==> src/rtl/cpu_sequencer.sv <==
// Instruction sequencer driving the 4-bit accumulator datapath.
// Optional zero flag: define CPU_SEQ_ZERO_FLAG_EN.
module cpu_sequencer #(
  parameter int DATA_W = 4,
  parameter int CNT_W  = 8
) (
  input  logic              clk,
  input  logic              reset,
`ifdef CPU_SEQ_ZERO_FLAG_EN
  input  logic [DATA_W-1:0] alu_out,
  output logic              zero_flag,
`endif
  input  logic [DATA_W+3:0] instr,
  input  logic              instr_valid,
  output logic              instr_ready,
  input  logic              carry_out,
  output logic [DATA_W-1:0] mux_in_data,
  output logic [DATA_W-1:0] alu_in_data,
  output logic              mux_sel_data,
  output logic [1:0]        alu_sel_data,
  output logic              load,
  output logic              carry_flag,
  output logic              illegal,
  output logic              halted,
  output logic [CNT_W-1:0]  instr_count
);

  typedef enum logic [1:0] {
    FETCH,
    EXEC,
    HALT
  } state_t;

  state_t state, state_nxt;

  logic [DATA_W+3:0] ir;
  logic [3:0]        op;
  logic [DATA_W-1:0] imm;

  logic [DATA_W-1:0] mux_in_q;
  logic [DATA_W-1:0] alu_in_q;
  logic              mux_sel_q;
  logic [1:0]        alu_sel_q;

  logic load_dec;
  logic is_add;
  logic is_clrc;
  logic is_ill;

  assign op  = ir[DATA_W+3:DATA_W];
  assign imm = ir[DATA_W-1:0];

  assign halted = (state == HALT);
  // reset is synchronous but must still squash the strobe in its cycle
  assign load   = load_dec & ~reset;

  always_comb begin
    state_nxt    = state;
    instr_ready  = 1'b0;
    load_dec     = 1'b0;
    is_add       = 1'b0;
    is_clrc      = 1'b0;
    is_ill       = 1'b0;
    mux_in_data  = mux_in_q;
    alu_in_data  = alu_in_q;
    mux_sel_data = mux_sel_q;
    alu_sel_data = alu_sel_q;
    unique case (state)
      FETCH: begin
        instr_ready = 1'b1;
        if (instr_valid) state_nxt = EXEC;
      end
      EXEC: begin
        state_nxt = FETCH;
        unique case (1'b1)
          (op == 4'd1): begin
            load_dec     = 1'b1;
            mux_sel_data = 1'b0;
            mux_in_data  = imm;
          end
          (op >= 4'd2 && op <= 4'd5): begin
            load_dec     = 1'b1;
            is_add       = (op == 4'd2);
            mux_sel_data = 1'b1;
            alu_sel_data = 2'(op - 4'd2);
            alu_in_data  = imm;
          end
          (op == 4'd6): is_clrc = 1'b1;
          (op == 4'd7): state_nxt = HALT;
          op[3]:        is_ill = 1'b1;
          default: ;
        endcase
      end
      HALT: ;
      default: state_nxt = FETCH;
    endcase
  end

  always_ff @(posedge clk) begin
    if (reset) begin
      state       <= FETCH;
      ir          <= '0;
      mux_in_q    <= '0;
      alu_in_q    <= '0;
      mux_sel_q   <= 1'b0;
      alu_sel_q   <= 2'b00;
      carry_flag  <= 1'b0;
      illegal     <= 1'b0;
      instr_count <= '0;
    end else begin
      state <= state_nxt;
      if (state == FETCH && instr_valid) ir <= instr;
      if (state == EXEC) begin
        mux_in_q    <= mux_in_data;
        alu_in_q    <= alu_in_data;
        mux_sel_q   <= mux_sel_data;
        alu_sel_q   <= alu_sel_data;
        instr_count <= instr_count + 1'b1;
        if (is_add)  carry_flag <= carry_out;
        if (is_clrc) carry_flag <= 1'b0;
        if (is_ill)  illegal    <= 1'b1;
      end
    end
  end

`ifdef CPU_SEQ_ZERO_FLAG_EN
  always_ff @(posedge clk) begin
    if (reset) begin
      zero_flag <= 1'b0;
    end else if (state == EXEC && load_dec) begin
      if (op == 4'd1) zero_flag <= (imm == '0);
      else            zero_flag <= (alu_out == '0);
    end
  end
`endif

endmodule

==> config.mk <==
export PLATFORM = sky130hd
export DESIGN_NAME = cpu_sequencer
export DESIGN_NICKNAME = d
export VERILOG_FILES = /design/src/rtl/cpu_sequencer.sv
export SDC_FILE = /design/constraint.sdc
export NUM_CORES = 1
export LEC_CHECK = 0
export CORE_MARGIN = 2
export CORE_UTILIZATION = 50
export CTS_CLUSTER_DIAMETER = 30
export DETAILED_ROUTE_END_ITERATION = 16
export PLACE_DENSITY = 0.93
export SLEW_MARGIN = 20
export SYNTH_ARGS = -nofsm -noshare
export SYNTH_HDL_FRONTEND = slang
export SYNTH_SLANG_ARGS = --single-unit
==> constraint.sdc <==
create_clock -name clk -period 4.95 [get_ports clk]
set_input_delay 0.99 -clock clk [delete_from_list [all_inputs] [get_ports clk]]
set_output_delay 0.99 -clock clk [all_outputs]
set_load 0.1 [all_outputs]
* Yosys cells after proc, flatten, opt, wreduce, memory -nomap -nowiden
Cells that the tools add are included.
Storage, ports and cells: logic and storage cells 53, output and inout port bits 24, register bits 31
Cells by class: muxes and demuxes 22, $lt $le $gt $ge 2, equal/unequal tests 7, reductions and logical operators 8, add/subtract/negate cells 2, bitwise gates (word level) 3
Operators with widths (count):
- $mux W4 | 4
- $mux W1 | 12
- $add A8 B1 Y8 const B | 1
- $eq A4 B3 Y1 const B | 2
- $mux W2 | 4
- $pmux W2 S3 | 1
- $reduce_and A2 Y1 | 3
- $eq A4 B1 Y1 const B | 1
- $eq A4 B2 Y1 const B | 1
- $ge A4 B2 Y1 const B | 1
- $le A4 B3 Y1 const B | 1
- $eq A2 B1 Y1 const B | 1
- $eq A2 B2 Y1 const B | 1
- $logic_and A1 B1 Y1 | 2
- $logic_not A2 Y1 | 1
- $ne A2 B2 Y1 const B | 1
- $not A1 Y1 | 2
- $pmux W1 S2 | 1
- $reduce_bool A2 Y1 | 1
- $reduce_or A2 Y1 | 1
- $sub A2 B2 Y2 const B | 1
- $and A1 B1 Y1 | 1

* Depth between registers and ports, before layout
Gate-level depths: netlist of the first run.
depth after elaboration 6, mapped depth 5, depth with buffers taken out 4

* Worst setup path before layout of the first run
OpenSTA, ideal clock, no wires.
kind input -> output, from input port reset, to output port load, slack 0.516 ns, data required time 3.960 ns, data arrival time 3.444 ns, path buffers 1, stages 2, path through clkbuf_1 a211oi_1
Between the ends: word-level cells in the longest chain between the ends 2
RTL lines:
- start: declaration | line 8 | input logic reset,
- $not A1 Y1 | line 55 | assign load = load_dec & ~reset;
- $and A1 B1 Y1 | line 55
- end: declaration | line 21 | output logic load,
No other way between the ends.

* Worst setup path after layout of the first run
from register state[0], to output port mux_sel_data
Between the ends: word-level cells in the longest chain between the ends 2
RTL lines:
- start: declaration | line 34 | state_t state, state_nxt;
- start signal: assignment | line 111 | state <= state_nxt;
- $eq A2 B1 Y1 | line 68 | unique case (state)
- $mux W1 | line 68
- end: declaration | line 19 | output logic mux_sel_data,
No other way between the ends.

==> results.yml, run 1 <==
worst_setup_path:
  crit-reg2reg-launch: "state[0]"
  cpPeakStageDelay_ps: 960
  cp.arrival_ps: 2650
  endpoint_kind: "output port"
  path_max_fanout: 13
  path_cells: "or3b_1 > o21ai_1 > nand2_1 > clkdlybuf4s50_1"
  slowest_stage: "clkdlybuf4s50_1"
  r2r_end: "carry_flag"
  rr_worst_depth: 3
  critical_path_class: "reg -> out"
  start_kind: "flip-flop"
  reg2reg_slack_ps: 3200
  worstPathRequired_ps: 3960
floorplanning:
  pin_count: 36
  rows: 18
  core_area_mm2: 0.00250
  fp.dieH_um: 55.5
  dieWidth_um: 55.5
  initial_utilization_pct: 53.0
  die_area_mm2: 0.00308
timing:
  fmax_mhz: 275
  period_needed_ps: 3640
  finalHoldViolations: 0
  relSlewSlack_pct: 34.4
  rsz0062_at_grt: "false"
  fin_crit_sh_pct: 73.4
  tns_ps: 0
  finalSetupViolCount: 0
  clock-skew-final_ps: 9.93
  worst_pin_slew_ps: 981
  slew_viol_final: 0
  worst_slack_ps: 1310
placed_design:
  hpwl_mm: 2.15
  gp_congestion: 0.752
  port_buffers: 35
  preCtsSetupSlack_ps: 1690
grt:
  grt_overflow: 0
  grt_pass1_wl_mm: 4.89
  antenna_found_initial: 0
  first_global_vias: 1127
  grt_max_degree: 34
  track_usage_pct: 19.8
synth:
  synth.avg_cell_area_um2: 8.65
  async_flop_share_pct: 0
  synth_top_area_share_pct: 46.9
  synth_area_mm2: 0.00132
  ys_ff_latch: 31
  syn_nets: 166
  yosysWarnings: 0
  yosysTopAreaCell: "dfxtp_1"
  ys.flop_type: "dfxtp_1"
  synth_cells: 153
  synth_edf_count: 0
  synthTopCellsByArea: "dfxtp_1, mux2i_1, a21oi_1, o21ai_0, nor2_1"
  synth_cell_types: 32
  ys_seq_area_share_pct: 46.9
clocking:
  post-cts-setup-buffers: 0
  clockBufferDepth: 2
  cts_tree: "built"
  clock_latency_ps: 330
  path_clk_slew_ps: 100
  numClockSinks: 31
  hold_buffers: 0
  postCtsResizedCells: 0
  cts_root_buf: "clkbuf_4"
  cts-htree-levels: 2
  cts_buffers: 5
power_and_ir_drop:
  p_leak_nw: 0.713
  internal-power_mw: 0.402
  p_seq_share_pct: 48.3
  vdd_ir_drop_max_v: 0.000277
  power_density_mw_per_mm2: 314
  sw_frac_of_total_pct: 26.7
  p_sw_mw: 0.147
  combPwrFrac_pct: 14.3
  p_clk_share_pct: 37.5
drt:
  route.met3.wl_um: 162
  wl_met2_mm: 1.42
  drtPass1Iterations: 4
  routedWlPerCell_um: 13.4
  wl_met1_mm: 1.29
  via_count: 1208
  drt_iter0_markers: 32
  wirelength_mm: 2.93
  highest_layer: "met4"
  via_per_inst: 5.52
  ant_nets: 0
  drc: 0
min_path:
  holdPathStages: 2
  hp-start: "carry_flag"
  whs_endpoint: "carry_flag"
  min_path_type: "reg -> reg"
cells_and_area:
  finish.utilization_pct: 70.0
  num-fill-cells: 182
  area.growth.synth_to_final_pct: 32.1
  num_antenna_cells: 0
  layout.nets: 201
  layout-drive-gt1-share_pct: 13.2
job:
  cap_violations: 0
run_status:
  status: "finished clean"
## worst max path at each step
stage,depth (start not counted),to,from,slack [ps]
2_1_floorplan,2,load,reset,520
3_3_place_gp,4,mux_sel_data,state[0],1770
3_5_place_dp,4,mux_sel_data,state[0],1690
4_1_cts,4,mux_sel_data,state[0],1310
5_1_grt,4,mux_sel_data,state[0],1190
6_report,4,mux_sel_data,state[0],1310
## layout make-up
class	count	area, um2	share of cell area (%)
clock buffers	6	51.3	2.93
clock inverters	2	35.0	2.00
inverters	2	7.51	0.429
multi-input cells	110	652	37.3
flip-flops and latches	31	621	35.5
well taps	30	37.5	2.15
repair buffers	38	345	19.7
## layout by cell type (no fill, tap or decap), types with 2 or more instances in the layout
cell,n
nand2_1,12
nor2b_1,4
or3_1,2
nand4_1,2
o31ai_1,2
nor3b_1,3
inv_1,2
nand4b_1,2
clkdlybuf4s50_1,24
nand3_1,10
dfxtp_1,31
nor2_1,16
a21oi_1,17
mux2i_1,9
or4_1,3
clkbuf_4,5
o21ai_0,12
xnor2_1,3
buf_4,14
## cells in the mapped netlist, types with 3 or more instances
master,instances
mux2i_1,9
xnor2_1,3
nand2_1,12
a21oi_1,17
or4_1,3
clkbuf_1,7
nor2_1,16
o21ai_0,12
nor3b_1,3
nand3_1,10
dfxtp_1,31
nor2b_1,4
## cells by family after synthesis
group / Yosys count / share of synthesized area, %
buffers and inverters: 12 / 3.88
AND/OR/NAND/NOR: 60 / 23.7
XOR/XNOR: 4 / 2.65
multiplexers: 10 / 7.66
adder cells (fa/ha/maj): 1 / 0.945
flip-flops: 31 / 46.9
AO/OA/AOI/OAI: 35 / 14.3
## per-layer routing
metal / track usage, % / vias up
met2: 31.1 / 40
li1: - / 610
met5: 0 / -
met4: 9.41 / 0
met3: 6.32 / 7
met1: 24.6 / 551
## registers in the layout (all words and copies together) (netlist names)
name / cells
instr_count: 8
ir: 8
alu_in_q: 4
mux_in_q: 4
alu_sel_q: 2
state: 2
carry_flag: 1
illegal: 1
mux_sel_q: 1
## power groups by stage
stage                     combinational (mW)  sequential [mW]  clock, mW
after floorplan                       0.0496            0.275          0
after global routing                  0.0831            0.266      0.221
after CTS                             0.0785            0.265      0.207
after detailed placement              0.0781            0.271          0
final                                 0.0783            0.265      0.206
after global placement                0.0758            0.270          0
## worst max-delay path: cells and delay by family, from the launching register on
kind / cells / cell delay, ps
buffers and inverters: 1 / 960
flip-flops: 1 / 480
AND/OR/NAND/NOR: 2 / 620
AO/OA/AOI/OAI: 1 / 240
## per-stage QoR
stage          std cells  power (mW)  area (um2)  hold slack, ps
6_report             219       0.549        1750             496
5_1_grt              219       0.570        1750             520
4_1_cts              219       0.551        1750             497
3_5_place_dp         211       0.349        1660             468
3_3_place_gp         211       0.346        1660             456
2_1_floorplan        153       0.325        1320             474
No activity file was read; power rests on OpenSTA's default activity.
==> run 2, diff against run 1 <==
- CORE_UTILIZATION: 50 -> 42
- PLACE_DENSITY: 0.93 -> 0.85
- clock period: 4.95 -> 3.3 ns (I/O delays scaled with it)
==> run 2 against run 1 <==
Against the previous run: flip-flop and latch count did not move; clock-buffer cell count did not move; via count up 1.2%; global-route usage decreased by 1.5 points; die area increased by 18%; first-iteration DRC count shrank 13%; setup slack lost 680 ps; sequential power is 50% higher; non-clock buffer count unchanged; clock skew decreased by 2.9 ps; register-to-register slack got worse by 1700 ps; critical endpoint is now mux_in_data[0]; largest cell class unchanged.
==> results.yml, run 2 (synthesis gave the netlist of run 1 again) <==
clocking:
  numClockSinks: 31
  cts_root_buf: "clkbuf_4"
  cts_tree: "built"
  clockBufferDepth: 2
  path_clk_slew_ps: 90
  cts-htree-levels: 2
  clock_latency_ps: 320
  hold_buffers: 0
  postCtsResizedCells: 0
  post-cts-setup-buffers: 0
  cts_buffers: 5
worst_setup_path:
  path_max_fanout: 13
  start_kind: "flip-flop"
  reg2reg_slack_ps: 1520
  cp.arrival_ps: 2010
  crit-reg2reg-launch: "state[0]"
  worstPathRequired_ps: 2640
  crit_start: "state[0]"
  endpoint_kind: "output port"
  critical_path_class: "reg -> out"
floorplanning:
  die_area_mm2: 0.00362
  rows: 20
  dieWidth_um: 60.1
  core_area_mm2: 0.00303
  pin_count: 36
  fp.dieH_um: 60.1
  initial_utilization_pct: 43.7
timing:
  whs_ps: 479
  slew_viol_final: 0
  fin_crit_sh_pct: 80.9
  clock-skew-final_ps: 7.04
  period_needed_ps: 2670
  fmax_mhz: 375
  finalHoldViolations: 0
  tns_ps: 0
  rsz0062_at_grt: "false"
  worst_pin_slew_ps: 491
  relSlewSlack_pct: 67.0
  finalSetupViolCount: 0
cells_and_area:
  reg.largest.list: "instr_count: 8 flops, ir: 8 flops"
  layout.nets: 201
  area.growth.synth_to_final_pct: 42.7
  layout-drive-gt1-share_pct: 20.6
  layout_common_cells: "dfxtp_1, a21oi_1, nor2_1, buf_4"
  regArea_um2: 621
  num-fill-cells: 240
  multi_input_area_um2: 657
  mostFrequentLayoutCell: "dfxtp_1"
  num_antenna_cells: 0
power_and_ir_drop:
  vdd_ir_drop_max_v: 0.000296
  p_leak_nw: 0.771
  finalPower_mw: 0.830
  power_density_mw_per_mm2: 439
drt:
  ant_nets: 0
  wirelength_mm: 2.96
  drc: 0
  drtPass1Iterations: 4
  via_per_inst: 5.25
  via_count: 1223
  drt_iter0_markers: 28
  routedWlPerCell_um: 12.7
run_status:
  status: "finished clean"
placed_design:
  gp_congestion: 0.855
  port_buffers: 35
  hpwl_mm: 2.16
job:
  cap_violations: 0
min_path:
  min_path_type: "reg -> reg"
  hp-start: "illegal"
grt:
  grt_overflow: 0
  antenna_found_initial: 0
  first_global_vias: 1122
  grt_max_degree: 33
  track_usage_pct: 18.3
  grt_pass1_wl_mm: 4.89
## run 2: final timing paths
path                         end  depth (start not counted)
setup / recovery  mux_in_data[0]                          4
hold / removal           illegal                          2
setup reg to reg      carry_flag                          3
hold reg to reg          illegal                          2
## run 2: power breakdown
part           switching, mW  internal, mW
combinational         0.0799        0.0465
clock                  0.127         0.179
sequential            0.0132         0.384
total                  0.220         0.610
## run 2: metal layers
| metal | track usage (%) | vias to the layer above | part of all wire (%) |
|---|---|---|---|
| li1 | - | 609 | - |
| met1 | 21.8 | 577 | 43 |
| met2 | 30.1 | 33 | 51 |
| met3 | 5.84 | 4 | 4.5 |
| met4 | 7.94 | 0 | 1.3 |
| met5 | 0 | - | 0 |
## run 2: final cells by class
cell class / count / share of cell area (%)
clock buffer: 6 / 2.72
clock inverter: 2 / 1.85
inverter: 2 / 0.397
multi-input combinational: 110 / 34.8
sequential: 31 / 32.8
tap: 44 / 2.91
timing repair buffer: 38 / 24.5
## run 2: stage by stage
stage | utilization, % | setup slack [ps] | instance area, um2 | std cells
after floorplan | - | 335 | 1330 | 153
after global placement | 59.5 | 984 | 1800 | 225
after detailed placement | 59.5 | 969 | 1800 | 225
after CTS | 62.4 | 627 | 1890 | 233
after global routing | 62.4 | 441 | 1890 | 233
final | 62.4 | 631 | 1890 | 233
## run 2: worst max-delay path, cell delays in order, from the launching register on
cell and delay, ps:
dfxtp_1 480, or3b_1 560, o21ai_0 310, nand2_1 150
buf_12 190
